[src/rtl/bus_source_if.sv]
// Internal datapath bus bundle: source enables/words in, one registered bus word
// plus conflict status out.
interface bus_source_if #(
    parameter int unsigned WIDTH = 32,
    parameter int unsigned NSRC  = 24,
    parameter int unsigned SELW  = 5,
    parameter int unsigned CNTW  = 8
);
    logic [NSRC-1:0]       src_en;
    logic [NSRC*WIDTH-1:0] src_data;
    logic                  sink_ready;
    logic                  conflict_clr;
    logic [WIDTH-1:0]      bus_out;
    logic                  bus_valid;
    logic [SELW-1:0]       bus_src;
    logic                  conflict;
    logic [CNTW-1:0]       conflict_cnt;

    // Driver side: sources, consumer handshake and conflict clear.
    modport master (
        output src_en, src_data, sink_ready, conflict_clr,
        input  bus_out, bus_valid, bus_src, conflict, conflict_cnt
    );

    // Selector side.
    modport slave (
        input  src_en, src_data, sink_ready, conflict_clr,
        output bus_out, bus_valid, bus_src, conflict, conflict_cnt
    );
endinterface

[src/rtl/bus_source_reg.sv]
// Registered one-hot bus source selector with valid/ready flow control and
// sticky, saturating multi-driver conflict detection.
module bus_source_reg #(
    parameter int unsigned WIDTH     = 32,
    parameter int unsigned NSRC      = 24,
    parameter int unsigned SELW      = 5,
    parameter int unsigned HOLD_IDLE = 1,
    parameter int unsigned CNTW      = 8
) (
    input  logic        clock,
    input  logic        clear,
    bus_source_if.slave bus
);
    localparam int unsigned PCW = $clog2(NSRC + 1);
    localparam logic [CNTW-1:0] CNT_MAX = '1;

    logic [PCW-1:0]   sel_cnt_c;
    logic [SELW-1:0]  sel_idx_c;
    logic [WIDTH-1:0] sel_word_c;
    logic             one_hot_c;
    logic             multi_c;
    logic             load_c;

    logic [WIDTH-1:0] bus_out_q, bus_out_d;
    logic             bus_valid_q, bus_valid_d;
    logic [SELW-1:0]  bus_src_q, bus_src_d;
    logic             conflict_q, conflict_d;
    logic [CNTW-1:0]  conflict_cnt_q, conflict_cnt_d;

    // Priority-free decode: OR together index and word of every enabled source;
    // the result is only used when exactly one enable is set.
    always_comb begin
        sel_cnt_c  = '0;
        sel_idx_c  = '0;
        sel_word_c = '0;
        for (int i = 0; i < NSRC; i++) begin
            if (bus.src_en[i]) begin
                sel_cnt_c  = sel_cnt_c + PCW'(1);
                sel_idx_c  = sel_idx_c | SELW'(i);
                sel_word_c = sel_word_c | bus.src_data[i*WIDTH +: WIDTH];
            end
        end
    end

    assign one_hot_c = (sel_cnt_c == PCW'(1));
    assign multi_c   = (sel_cnt_c > PCW'(1));
    assign load_c    = !bus_valid_q || bus.sink_ready;

    // Bus word / valid / source index update.
    always_comb begin
        bus_out_d   = bus_out_q;
        bus_valid_d = bus_valid_q;
        bus_src_d   = bus_src_q;
        if (load_c) begin
            bus_valid_d = 1'b0;
            if (one_hot_c) begin
                bus_out_d   = sel_word_c;
                bus_src_d   = sel_idx_c;
                bus_valid_d = 1'b1;
            end else if (!multi_c && (HOLD_IDLE == 0)) begin
                bus_out_d = '0;
            end
        end
    end

    // Conflict tracking runs every cycle; a same-cycle conflict beats the clear.
    always_comb begin
        conflict_d     = conflict_q;
        conflict_cnt_d = conflict_cnt_q;
        if (multi_c) begin
            conflict_d = 1'b1;
            if (bus.conflict_clr) begin
                conflict_cnt_d = CNTW'(1);
            end else if (conflict_cnt_q != CNT_MAX) begin
                conflict_cnt_d = conflict_cnt_q + CNTW'(1);
            end
        end else if (bus.conflict_clr) begin
            conflict_d     = 1'b0;
            conflict_cnt_d = '0;
        end
    end

    always_ff @(posedge clock or posedge clear) begin
        if (clear) begin
            bus_out_q      <= '0;
            bus_valid_q    <= 1'b0;
            bus_src_q      <= '0;
            conflict_q     <= 1'b0;
            conflict_cnt_q <= '0;
        end else begin
            bus_out_q      <= bus_out_d;
            bus_valid_q    <= bus_valid_d;
            bus_src_q      <= bus_src_d;
            conflict_q     <= conflict_d;
            conflict_cnt_q <= conflict_cnt_d;
        end
    end

    assign bus.bus_out      = bus_out_q;
    assign bus.bus_valid    = bus_valid_q;
    assign bus.bus_src      = bus_src_q;
    assign bus.conflict     = conflict_q;
    assign bus.conflict_cnt = conflict_cnt_q;
endmodule
[src/flat_wrapper.sv]
// flat-port wrapper written by rule: the top's interface ports become plain ports
module bus_source_reg_flat 
#(
    parameter int unsigned WIDTH     = 32,
    parameter int unsigned NSRC      = 24,
    parameter int unsigned SELW      = 5,
    parameter int unsigned HOLD_IDLE = 1,
    parameter int unsigned CNTW      = 8
)
  (clock, clear, bus_src_en, bus_src_data, bus_sink_ready, bus_conflict_clr, bus_bus_out, bus_bus_valid, bus_bus_src, bus_conflict, bus_conflict_cnt);
  bus_source_if #(.WIDTH(WIDTH), .NSRC(NSRC), .SELW(SELW), .CNTW(CNTW)) bus_i ();
  input  logic clock;
  input  logic clear;
  input wire logic [$bits(bus_i.src_en)-1:0] bus_src_en;
  input wire logic [$bits(bus_i.src_data)-1:0] bus_src_data;
  input wire logic [$bits(bus_i.sink_ready)-1:0] bus_sink_ready;
  input wire logic [$bits(bus_i.conflict_clr)-1:0] bus_conflict_clr;
  output wire logic [$bits(bus_i.bus_out)-1:0] bus_bus_out;
  output wire logic [$bits(bus_i.bus_valid)-1:0] bus_bus_valid;
  output wire logic [$bits(bus_i.bus_src)-1:0] bus_bus_src;
  output wire logic [$bits(bus_i.conflict)-1:0] bus_conflict;
  output wire logic [$bits(bus_i.conflict_cnt)-1:0] bus_conflict_cnt;
  assign bus_i.src_en = bus_src_en;
  assign bus_i.src_data = bus_src_data;
  assign bus_i.sink_ready = bus_sink_ready;
  assign bus_i.conflict_clr = bus_conflict_clr;
  assign bus_bus_out = bus_i.bus_out;
  assign bus_bus_valid = bus_i.bus_valid;
  assign bus_bus_src = bus_i.bus_src;
  assign bus_conflict = bus_i.conflict;
  assign bus_conflict_cnt = bus_i.conflict_cnt;
  bus_source_reg #(.WIDTH(WIDTH), .NSRC(NSRC), .SELW(SELW), .HOLD_IDLE(HOLD_IDLE), .CNTW(CNTW)) u_core (.clock(clock), .clear(clear), .bus(bus_i));
endmodule
[config.mk]
export PLATFORM = sky130hd
export DESIGN_NAME = bus_source_reg_flat
export DESIGN_NICKNAME = d
export VERILOG_FILES = /design/src/rtl/bus_source_if.sv /design/src/rtl/bus_source_reg.sv /design/src/flat_wrapper.sv
export SDC_FILE = /design/constraint.sdc
export NUM_CORES = 1
export LEC_CHECK = 0
export CAP_MARGIN = 5
export CORE_AREA = 3 3 322 324
export CTS_CLUSTER_DIAMETER = 150
export CTS_CLUSTER_SIZE = 14
export DETAILED_ROUTE_END_ITERATION = 8
export DIE_AREA = 0 0 325 327
export GPL_TIMING_DRIVEN = 0
export MAX_ROUTING_LAYER = met4
export PLACE_DENSITY = 0.32
export SETUP_SLACK_MARGIN = 0.2
export SYNTH_ARGS = -nofsm -noshare
export SYNTH_HDL_FRONTEND = slang
export SYNTH_SLANG_ARGS = --single-unit
export TNS_END_PERCENT = 1
[constraint.sdc]
create_clock -name clock -period 3 [get_ports clock]
set_input_delay 0.6 -clock clock [delete_from_list [all_inputs] [get_ports clock]]
set_output_delay 0.6 -clock clock [all_outputs]
set_load 0.005 [all_outputs]
==> flow_summary_export.csv <==
group,metric,value,unit
outcome,status,"finished with violations",
outcome,violations,"max-capacitance violations, negative setup slack",
setup_path,worstSetupEndpointType,"register",
layout,drive_gt1_share,11.3,%
timing,period_share,448,%
placed_design,gp_congestion,0.949,
logic_synthesis,yosysSeqAreaShare,12.6,%
placed_design,dp_hpwl,122000,µm
logic_synthesis,synthFlopType,"dfrtp_1",
floorplanning,die_area,106000,µm²
layout,finalNonFillerCells,3492,
logic_synthesis,syn_inst,1186,
logic_synthesis,synth_nets,2008,
setup_path,critPathMaxFanout,4,
floorplanning,die_h,327,µm
floorplanning,die_w,325,µm
global_route,track_usage,26.7,%
logic_synthesis,async_flop_share,100,%
clock_tree,cts_root_buffer,"clkbuf_16",
placed_design,placed_area,19800,µm²
timing,max-slew-margin-rel,0.359,%
timing,timing.hold.ws,0.490,ns
floorplanning,io_pins,843,
timing,worst_pin_slew,1.49,ns
flow_run,maxCapViolCount,1,
placed_design,dp_cells,3390,
route,first_pass_iters,5,
clock_tree,cts_buffers,5,
route,ant_nets,0,
logic_synthesis,yosysWarnings,0,
global_route,grt-ovfl-total,0,
layout,area_growth,123,%
timing,setup_ws,-10.45,ns
min_path,min_path_type,"reg2reg",
logic_synthesis,synth_top_area_share,20.6,%
logic_synthesis,syn_area_per_cell,7.88,µm²
layout,nets,2901,
setup_path,startpoint_type,"input pin",
route,route.detailed.drc,0,
setup_path,cp.required,3.21,ns
route,wirelength,145000,µm
setup_path,crit_path_top_delay_cell,"ha_1",
route,vias_per_cell,4.55,
logic_synthesis,ys_types,72,
clock_tree,clockBufferDepth,2,
route,detail_route.wl_per_cell,41.5,µm
timing,max_freq,74.4,MHz
setup_path,path_class,"in2reg",
logic_synthesis,ys_ff_latch,47,
timing,fin_skew,0.00775,ns
global_route,grt_max_degree,36,
global_route,grt_pass1_wl,180000,µm
pwr,p_per_area,886,nW/µm²
global_route,grt_pass1_vias,16200,
clock_tree,clk_latency,0.31,ns
setup_path,crit_arrival,13.65,ns
floorplanning,core,101000,µm²
route,vias,15900,
clock_tree,numClockSinks,47,
clock_tree,cts_tree,"built",
logic_synthesis,synth.most_common_cell,"a22oi_1",
timing,final.min_clock_period,13.45,ns
logic_synthesis,synth_top_area_cell,"a22oi_1",
logic_synthesis,synth.top_cells.by_area,"a22oi_1 21%, dfrtp_1 13%, a221oi_1 6.2%",
layout,nFillCells,11300,
placed_design,portBuffers,828,
timing,setup_violations,47,
timing,grt_setup_unrepaired,"true",
timing,slew_violations,0,
logic_synthesis,netlist_top_cells_count,"256 x a22oi_1, 73 x clkbuf_1, 72 x nor2_1, 71 x nand4_1, 66 x a221oi_1",
setup_path,critPathMaxStageDelay,0.38,ns
setup_path,crit_top_cell,"ha_1",
global_route,antenna_found_initial,99,
clock_tree,htree_levels,2,
floorplanning,num_rows,117,
route,drt_iter0_markers,1560,
pwr,ir_drop,946,µV
pwr,p_leak,7.26,nW
timing,hold_viol,0,
clock_tree,clk_pin_slew,0.09,ns
logic_synthesis,synth_edf_count,0,
layout,stdcell_area,20800,µm²
floorplanning,start_util,9.21,%
logic_synthesis,synth_area,9350,µm²
## registers in the layout, summed over array words and instances, names as in the netlist
signal                   count
u_core.bus.bus_valid         1
u_core.bus.conflict_cnt      8
u_core.bus.bus_out          32
u_core.bus.bus_src           5
u_core.bus.conflict          1
## what timing repair did
action | 4_1_cts | 5_1_grt
setup buffers | 41 | 9
hold buffers | 0 | 0
pin swaps | 39 | 36
cloned | 0 | 0
endpoints found under the setup margin | 47 | 47
gates resized for setup | 65 | 20
## stage by stage
step / power, W / TNS [ns] / worst slack, ns / utilization (%)
floorplan: 0.0112 / -449.53 / -9.69 / -
global placement: 0.0155 / -630.21 / -13.45 / 19.3
detailed placement: 0.0157 / -596.95 / -12.82 / 19.5
CTS: 0.0180 / -476.92 / -10.30 / 20.3
global route: 0.0198 / -508.89 / -11.00 / 20.5
finish: 0.0185 / -482.59 / -10.45 / 20.5
## final timing paths
kind | startpoint | end | slack, ns | cells after the start
max | bus_src_en[1] | u_core.bus.conflict_cnt[4]$_DFFE_PP0P_ | -10.45 | 77
min | u_core.bus.bus_out[16]$_DFFE_PP0P_ | u_core.bus.bus_out[16]$_DFFE_PP0P_ | 0.49 | 1
max reg2reg | u_core.bus.conflict_cnt[4]$_DFFE_PP0P_ | u_core.bus.conflict_cnt[4]$_DFFE_PP0P_ | 0.33 | 9
min reg2reg | u_core.bus.bus_out[16]$_DFFE_PP0P_ | u_core.bus.bus_out[16]$_DFFE_PP0P_ | 0.49 | 1
max in group asynchronous | clear | u_core.bus.bus_out[20]$_DFFE_PP0P_ | 1.85 | 3
min in group asynchronous | clear | u_core.bus.bus_out[7]$_DFFE_PP0P_ | 0.60 | 2
## metal layers
layer	routed length, µm	up-vias	part of all wire, %	GRT usage (%)
met2	68600	962	47	44.3
met1	62600	8113	43	33.0
met5	0	-	0	-
li1	-	6664	-	-
met4	4180	0	2.9	6.53
met3	9510	156	6.6	5.62
## power by group
part | internal [W] | leakage [nW] | switching [W]
clock | 0.000320 | 0.0726 | 0.000327
combinational | 0.00805 | 6.72 | 0.00892
sequential | 0.000762 | 0.472 | 0.0000811
total | 0.00913 | 7.26 | 0.00933
## layout by cell type (no fill, tap or decap), types with 42 or more instances in the layout
cell	instances
clkbuf_1	50
diode_2	44
a22o_1	64
a22oi_1	256
xnor2_1	54
buf_4	50
nand2_1	42
dfrtp_1	47
nand4_1	71
nor2_1	71
nand3_1	54
a221oi_1	66
clkdlybuf4s50_1	826
## worst max-delay path: cells and delay by family
| kind | cells | cell delay [ns] |
|---|---|---|
| fa+ha+maj | 12 | 3.51 |
| buf+inv | 14 | 1.35 |
| simple gates | 12 | 1.22 |
| mux | 7 | 1.59 |
| xor+xnor | 11 | 1.79 |
| compound gates | 21 | 3.52 |
## logic make-up (layout without fill, tap and decap cells)
| logic type | count (synthesis) | after routing | share of synthesized area (%) |
|---|---|---|---|
| xor+xnor | 110 | 110 | 13.3 |
| buf+inv | 145 | 1039 | 6.36 |
| mux | 61 | 61 | 7.16 |
| other cells | 0 | 44 | 0 |
| compound gates | 488 | 488 | 40.1 |
| simple gates | 309 | 309 | 17.1 |
| flops | 47 | 47 | 12.6 |
| fa+ha+maj | 26 | 26 | 3.48 |
## final cells by class
cell class / instances / area (µm²) / area share (%)
repair buffers: 886 / 8830 / 42.4
multi-input cells: 994 / 8050 / 38.6
well taps: 1368 / 1710 / 8.22
flip-flops and latches: 47 / 1180 / 5.65
plain buffers: 118 / 688 / 3.30
clock buffers: 5 / 125 / 0.601
inverters: 27 / 119 / 0.571
diodes: 44 / 110 / 0.528
clock inverters: 3 / 27.5 / 0.132
(Power assumes the default switching activity.)
